### config.mk
export PLATFORM = sky130hd
export DESIGN_NAME = multicycle_controller
export DESIGN_NICKNAME = d
export VERILOG_FILES = /design/src/rtl/multicycle_controller.sv
export SDC_FILE = /design/constraint.sdc
export NUM_CORES = 1
export LEC_CHECK = 0
export CAP_MARGIN = 20
export CORE_MARGIN = 2
export CORE_UTILIZATION = 31
export DETAILED_ROUTE_END_ITERATION = 7
export GPL_TIMING_DRIVEN = 0
export PLACE_DENSITY = 0.75
export SLEW_MARGIN = 30
export SYNTH_ARGS = -nofsm -noshare
export SYNTH_HDL_FRONTEND = slang
export SYNTH_SLANG_ARGS = --single-unit
### constraint.sdc
create_clock -name clk -period 1.9 [get_ports clk]
set_input_delay 0.285 -clock clk [delete_from_list [all_inputs] [get_ports clk]]
set_output_delay 0.285 -clock clk [all_outputs]
set_load 0.03 [all_outputs]
### src/rtl/multicycle_controller.sv
// Multicycle MIPS-style control FSM: Moore state decode plus ALU control decode.
// Optional bne support is enabled by defining MULTICYCLE_CONTROLLER_BNE_EN.
module multicycle_controller (
  input  logic       clk,
  input  logic       reset,
  input  logic [5:0] Opcode,
  input  logic [5:0] Funct,
  input  logic       Zero,
  output logic       IorD,
  output logic       MemWrite,
  output logic       IRWrite,
  output logic       RegWrite,
  output logic       RegDst,
  output logic       MemtoReg,
  output logic       ALUSrcA,
  output logic [1:0] ALUSrcB,
  output logic [1:0] PCSrc,
  output logic [2:0] ALUControl,
  output logic       PCEn,
  output logic [3:0] State
);

  localparam int unsigned OPW = 6;

  localparam logic [OPW-1:0] OP_LW    = 6'b100011;
  localparam logic [OPW-1:0] OP_SW    = 6'b101011;
  localparam logic [OPW-1:0] OP_RTYPE = 6'b000000;
  localparam logic [OPW-1:0] OP_BEQ   = 6'b000100;
  localparam logic [OPW-1:0] OP_ADDI  = 6'b001000;
  localparam logic [OPW-1:0] OP_J     = 6'b000010;
`ifdef MULTICYCLE_CONTROLLER_BNE_EN
  localparam logic [OPW-1:0] OP_BNE   = 6'b000101;
`endif

  typedef enum logic [3:0] {
    FETCH    = 4'd0,
    DECODE   = 4'd1,
    MEMADR   = 4'd2,
    MEMREAD  = 4'd3,
    MEMWB    = 4'd4,
    MEMWRITE = 4'd5,
    EXECUTE  = 4'd6,
    ALUWB    = 4'd7,
    BRANCH   = 4'd8,
    ADDIEXEC = 4'd9,
    ADDIWB   = 4'd10,
    JUMP     = 4'd11
  } state_t;

  state_t     state_q, state_d;
  logic [1:0] alu_op;
  logic       pc_write, branch, branch_ne;
  logic       ir_write_s, mem_write_s, reg_write_s;

  // State register
  always_ff @(posedge clk) begin
    if (reset) state_q <= FETCH;
    else       state_q <= state_d;
  end

  // Next-state and Moore output decode
  always_comb begin
    state_d     = FETCH;
    IorD        = 1'b0;
    mem_write_s = 1'b0;
    ir_write_s  = 1'b0;
    reg_write_s = 1'b0;
    RegDst      = 1'b0;
    MemtoReg    = 1'b0;
    ALUSrcA     = 1'b0;
    ALUSrcB     = 2'b00;
    PCSrc       = 2'b00;
    alu_op      = 2'b00;
    pc_write    = 1'b0;
    branch      = 1'b0;
    branch_ne   = 1'b0;
    case (state_q)
      FETCH: begin
        state_d    = DECODE;
        ir_write_s = 1'b1;
        pc_write   = 1'b1;
        ALUSrcB    = 2'b01;
      end
      DECODE: begin
        ALUSrcB = 2'b11;
        case (Opcode)
          OP_LW, OP_SW: state_d = MEMADR;
          OP_RTYPE:     state_d = EXECUTE;
          OP_BEQ:       state_d = BRANCH;
          OP_ADDI:      state_d = ADDIEXEC;
          OP_J:         state_d = JUMP;
`ifdef MULTICYCLE_CONTROLLER_BNE_EN
          OP_BNE:       state_d = BRANCH;
`endif
          default:      state_d = FETCH;
        endcase
      end
      MEMADR: begin
        state_d = (Opcode == OP_LW) ? MEMREAD : MEMWRITE;
        ALUSrcA = 1'b1;
        ALUSrcB = 2'b10;
      end
      MEMREAD: begin
        state_d = MEMWB;
        IorD    = 1'b1;
      end
      MEMWB: begin
        MemtoReg    = 1'b1;
        reg_write_s = 1'b1;
      end
      MEMWRITE: begin
        IorD        = 1'b1;
        mem_write_s = 1'b1;
      end
      EXECUTE: begin
        state_d = ALUWB;
        ALUSrcA = 1'b1;
        alu_op  = 2'b10;
      end
      ALUWB: begin
        RegDst      = 1'b1;
        reg_write_s = 1'b1;
      end
      BRANCH: begin
        ALUSrcA = 1'b1;
        alu_op  = 2'b01;
        PCSrc   = 2'b01;
`ifdef MULTICYCLE_CONTROLLER_BNE_EN
        // Opcode is held until FETCH, so it still tells beq from bne here
        branch_ne = (Opcode == OP_BNE);
        branch    = (Opcode != OP_BNE);
`else
        branch    = 1'b1;
`endif
      end
      ADDIEXEC: begin
        state_d = ADDIWB;
        ALUSrcA = 1'b1;
        ALUSrcB = 2'b10;
      end
      ADDIWB: begin
        reg_write_s = 1'b1;
      end
      JUMP: begin
        PCSrc    = 2'b10;
        pc_write = 1'b1;
      end
      default: state_d = FETCH;
    endcase
  end

  // ALU control decode
  always_comb begin
    ALUControl = 3'b010;
    case (alu_op)
      2'b01: ALUControl = 3'b110;
      2'b10: begin
        case (Funct)
          6'b100000: ALUControl = 3'b010;
          6'b100010: ALUControl = 3'b110;
          6'b100100: ALUControl = 3'b000;
          6'b100101: ALUControl = 3'b001;
          6'b101010: ALUControl = 3'b111;
          default:   ALUControl = 3'b010;
        endcase
      end
      default: ALUControl = 3'b010;
    endcase
  end

  // Write enables are held off while reset is asserted
  assign PCEn     = ~reset & (pc_write | (branch & Zero) | (branch_ne & ~Zero));
  assign IRWrite  = ~reset & ir_write_s;
  assign MemWrite = ~reset & mem_write_s;
  assign RegWrite = ~reset & reg_write_s;
  assign State    = state_q;

endmodule
Word level (Yosys, flattened, before mapping):

Index checks and enable logic that the tools add are counted.

* bits in latches: 0
* flip-flop bits (word level): 4
* memories kept: 0
* input bits: 15
* logic and storage cells: 55
* output and inout bits: 19
* bits in read-only memories: 0
* bits in writable memories: 0

* order comparisons: 0
* bitwise operators: 7
* shift-type cells: 0
* divide/modulo/power cells: 0
* mux-type cells: 17
* $mul: 0
* equal/unequal tests: 22
* add/sub/neg operators: 0
* reductions and logical operators: 8

Operators with widths (count)
* == test 6 bit, second input constant: 6
* one-hot mux 4 bit (6 select lines): 1
* one-hot mux 4 bit (5 select lines): 1
* == test 4 x 3 -> 1 bit, second input constant: 4
* == test 4 bit, second input constant: 4
* one-hot mux 3 bit (4 select lines): 1
* two-way mux 1 bit: 9
* == test 4 x 2 -> 1 bit, second input constant: 2
* one-hot mux 2 bit (2 select lines): 2
* OR reduction 2 bit: 4
* == test 6 x 2 -> 1 bit, second input constant: 1
* == test 6 x 3 -> 1 bit, second input constant: 1
* == test 6 x 4 -> 1 bit, second input constant: 1
* zero test 6 bit: 1
* one-hot mux 2 bit (3 select lines): 1
* one-hot mux 3 bit (2 select lines): 1
* AND 1 bit: 5
* == test 4 x 1 -> 1 bit, second input constant: 1
* zero test 4 bit: 1
* OR reduction 4 bit: 1
* two-way mux 3 bit: 1
* OR reduction 3 bit: 1
* == test 2 x 1 -> 1 bit, second input constant: 1
* == test 2 bit, second input constant: 1
* other kinds (2): 2

Depth between registers and ports, before layout:

Gate-level depths: netlist (run 1).

* depth in word-level cells: 5
* depth in mapped cells: 7

Worst setup path before layout (run 1):

OpenSTA, ideal clock, no wires.

* kind: reg2out
* start point: register state_q[3], in the netlist State[3]
* end point: output port ALUControl[0]
* arrival time: 2.225 ns
* slack: -0.610 ns
* stages on the path, launching flop included: 7
* required time: 1.615 ns
* buffers on the path: 1
* cells stage by stage: dfxtp_1 > clkbuf_1 > nand2b_1 > nor3_1 > inv_1 > ha_1 > nor3_1

* cells in the longest elaborated chain, start to end: 4
* elaborated cells between the ends (all ways): 6

Ends and longest elaborated chain
* from (decl): line 50 `state_t state_q, state_d;`
* from (signal assigned): line 58 `else state_q <= state_d;`
* == test 4 bit / == test 4 x 3 -> 1 bit (equally long branches): line 77 `case (state_q)`
* one-hot mux 2 bit (2 select lines) (*): line 77
* == test 2 bit / == test 2 x 1 -> 1 bit (equally long branches): line 155 `case (alu_op)`
* one-hot mux 3 bit (2 select lines) (*): line 155
* to (decl): line 18 `output logic [2:0] ALUControl,`

Mark *: on every way between the ends. The rest lies on a longest branch, timed or not.

Final worst setup path (run 1):

* start point: register state_q[0], in the netlist State[0]
* end point: output port ALUControl[1]

The elaborated chain is that of the path after synthesis.

==> impl_metrics.py, run 1 <==
metrics = {
    "worst_setup_path": {
        "reg2reg_from": "State[1]",
        "criticalPathCategory": "reg -> out",
        "crit_start": "State[0]",
        "regToRegSetupSlack_ns": 0.52,
        "critPathSlowestCell": "dfxtp_4",
        "end_kind": "output port",
        "r2r-end": "State[1]",
        "worstSetupStartpointType": "flop",
        "critPathArrivalTime_ns": 1.65,
        "crit_path_cell_trace": "clkbuf_16 > nor3_4 > inv_2 > ha_4 > a211o_4 > buf_6",
        "worstRegToRegCells": 5,
        "crit_required_ns": 1.62,
        "slowest_delay_ns": 0.35,
        "worst-path-max-fanout": 8,
    },
    "detailed_routing": {
        "drtIter0Drc": 16,
        "wire_per_inst_um": 13.7,
        "dr.pass1.iters": 4,
        "antenna_left": 0,
        "via_per_inst": 5.36,
        "via_count": 745,
        "drt_wl_total_mm": 1.90,
        "drc": 0,
    },
    "sta": {
        "layout_setup_ws_ns": -0.0322,
        "maxSlewHeadroom_pct": 69.8,
        "fin_crit_sh_pct": 102,
        "maxSlewViolCount": 0,
        "finalHoldViolations": 0,
        "fmax_mhz": 518,
        "skew_ns": 0.0000791,
        "rsz0062_at_grt": "true",
        "setup_viol": 1,
        "hold_slack_ns": 0.432,
        "min_period_ns": 1.93,
        "tightest_slew_ns": 0.449,
    },
    "global_routing": {
        "grt_overflow_total": 0,
        "busiest_layer": "met2",
        "use_met2_pct": 37.1,
        "grtUsageMet1_pct": 24.9,
        "groute.usage.overall_pct": 20.8,
        "antenna_found_initial": 0,
        "grt_pass1_vias": 705,
        "grt_max_degree": 12,
        "use_met3_pct": 5.31,
        "grt_pass1_wl_mm": 3.08,
    },
    "floorplanning": {
        "fp-row-count": 14,
        "core-area_um2": 1520,
        "die_h_um": 44.5,
        "floorplan.io_pins": 34,
        "start_util_pct": 33.4,
        "die_w_um": 44.5,
        "dieArea_um2": 1980,
    },
    "clock_network": {
        "cts-root-buf": "clkbuf_4",
        "cts.path.max_buffers": 2,
        "cts_tree": "built",
        "cts_htree_levels": 1,
        "clk_pin_slew_ns": 0.04,
        "cts_hold_buffers": 0,
        "cts_inserted_buffers": 3,
        "clock-sinks": 4,
        "insertion_delay_ns": 0.23,
    },
    "place": {
        "dp.cells": 125,
        "io_buffers": 33,
        "dp_hpwl_mm": 1.26,
        "place.gp.congestion": 0.847,
        "place_area_um2": 925,
    },
    "power_and_ir_drop": {
        "max-vdd-ir-drop_mv": 0.363,
        "leakagePower_nw": 0.439,
        "power.density_nw_per_um2": 291,
        "finalPower_mw": 0.334,
    },
    "layout": {
        "largest_register_ffs": 4,
        "final_area_um2": 1150,
        "area.growth.synth_to_final_pct": 125,
        "post_layout_nonfiller_instances": 139,
        "final_cell_mix": "clkdlybuf4s50_1, buf_4, dlygate4sd2_1",
        "antenna_cells": 0,
        "drive_gt1_share_pct": 41.5,
        "finalNetCount": 142,
        "nFillCells": 111,
        "layout_commonest_cell": "clkdlybuf4s50_1",
    },
    "synthesis": {
        "netlist_area_um2": 509,
        "syn_nets": 93,
        "avgSynthCellArea_um2": 6.70,
        "yosysUniqueCellTypes": 33,
        "synth_async_sr_flop_share_pct": 0,
        "synth_warnings": 0,
        "synth-seq-cells": 4,
        "ys.flop_type": "dfxtp_1",
        "synth_edf_count": 0,
        "seq_area_frac_synth_pct": 15.7,
        "syn_inst": 76,
    },
    "min_path": {
        "hold_depth": 2,
        "hold_class": "in -> reg",
        "hp-start": "reset",
        "min_to": "State[1]",
    },
    "status": {
        "violations": "setup timing",
        "status": "finished, violations left",
    },
    "job": {
        "maxCapViolations": 0,
    },
}
## worst max-delay path, delay by kind of cell, from the launching register on
| family | cells | cell delay, ns |
|---|---|---|
| simple gates | 1 | 0.21 |
| flops | 1 | 0.35 |
| buf+inv | 3 | 0.36 |
| fa+ha+maj | 1 | 0.23 |
| compound gates | 1 | 0.26 |
## through the flow
stage / util [%] / TNS [ns] / setup WS [ns]
after global routing: 75.2 / -0.137 / -0.0958
after detailed placement: 60.7 / -3.07 / -0.557
after global placement: 60.7 / -2.96 / -0.526
final: 75.2 / -0.0322 / -0.0322
after floorplan: - / -0.0324 / -0.0324
after CTS: 71.7 / -0.0717 / -0.0496
## where the power goes
part / internal (mW) / switching (mW) / leakage [nW]
clock: 0.0706 / 0.0344 / 0.0138
combinational: 0.0729 / 0.0686 / 0.390
sequential: 0.0831 / 0.00425 / 0.0355
total: 0.227 / 0.107 / 0.439
## what timing repair did
action	CTS	global route
endpoints found under the setup margin	15	8
pin swaps	3	3
resized for setup	61	17
buffers inserted	7	6
endpoints found under the hold margin	0	0
## area by class of cell
class / count / area [um^2] / share of cell area, %
Clock buffer: 3 / 22.5 / 1.97
Multi-Input combinational cell: 65 / 553 / 48.3
Sequential cell: 4 / 95.1 / 8.30
Buffer: 3 / 41.3 / 3.60
Timing Repair Buffer: 46 / 407 / 35.5
Inverter: 2 / 7.51 / 0.655
Tap cell: 16 / 20.0 / 1.75
## routing by layer
metal	share of wire, %	routed length (um)
met1	40	764
met5	0	0
met2	52	991
met3	7.4	141
met4	0	0
## cells by family (layout without fill, tap and decap cells)
kind of cell	count (synthesis)	in the layout	synth area share, %
compound gates	18	18	24.6
simple gates	42	42	43.7
flops	4	4	15.7
mux	1	1	1.97
xor+xnor	2	2	3.44
buf+inv	7	54	5.65
fa+ha+maj	2	2	4.91
## synthesized netlist by cell type, drive strengths merged, types with 2 or more instances
library cell  instances  share of area (%)
ha                    2                4.9
nor2b                 2                2.5
nor4                  3                3.7
a31oi                 3                3.7
o21ai                 2                2.0
a21oi                 5                4.9
clkbuf                2                1.5
nor3                  8                7.9
dfxtp                 4                 16
nor3b                 3                4.4
nand2b                5                6.1
nor2                  9                6.6
buf                   3                2.7
nand2                 6                4.4
inv                   2                1.5
## how the worst max path moves through the flow
stage	end	depth (start not counted)
floorplan	ALUControl[0]	6
global placement	ALUControl[0]	6
detailed placement	ALUControl[0]	7
CTS	ALUControl[1]	6
global route	ALUControl[1]	6
finish	ALUControl[1]	6
Power figures use the tool's default switching activity.
==> run 2: changes to the inputs <==
Settings changed: ABC_CLOCK_PERIOD_IN_PS set to 1900.
==> results of run 2 <==
Same layout as run 1: the final DEF is identical, and so are final timing and power.
==> run 3: changes to the inputs <==
Settings changed: ABC_AREA set to 0.
==> results of run 3 <==
Same layout as run 1: the final DEF is identical, and so are final timing and power.
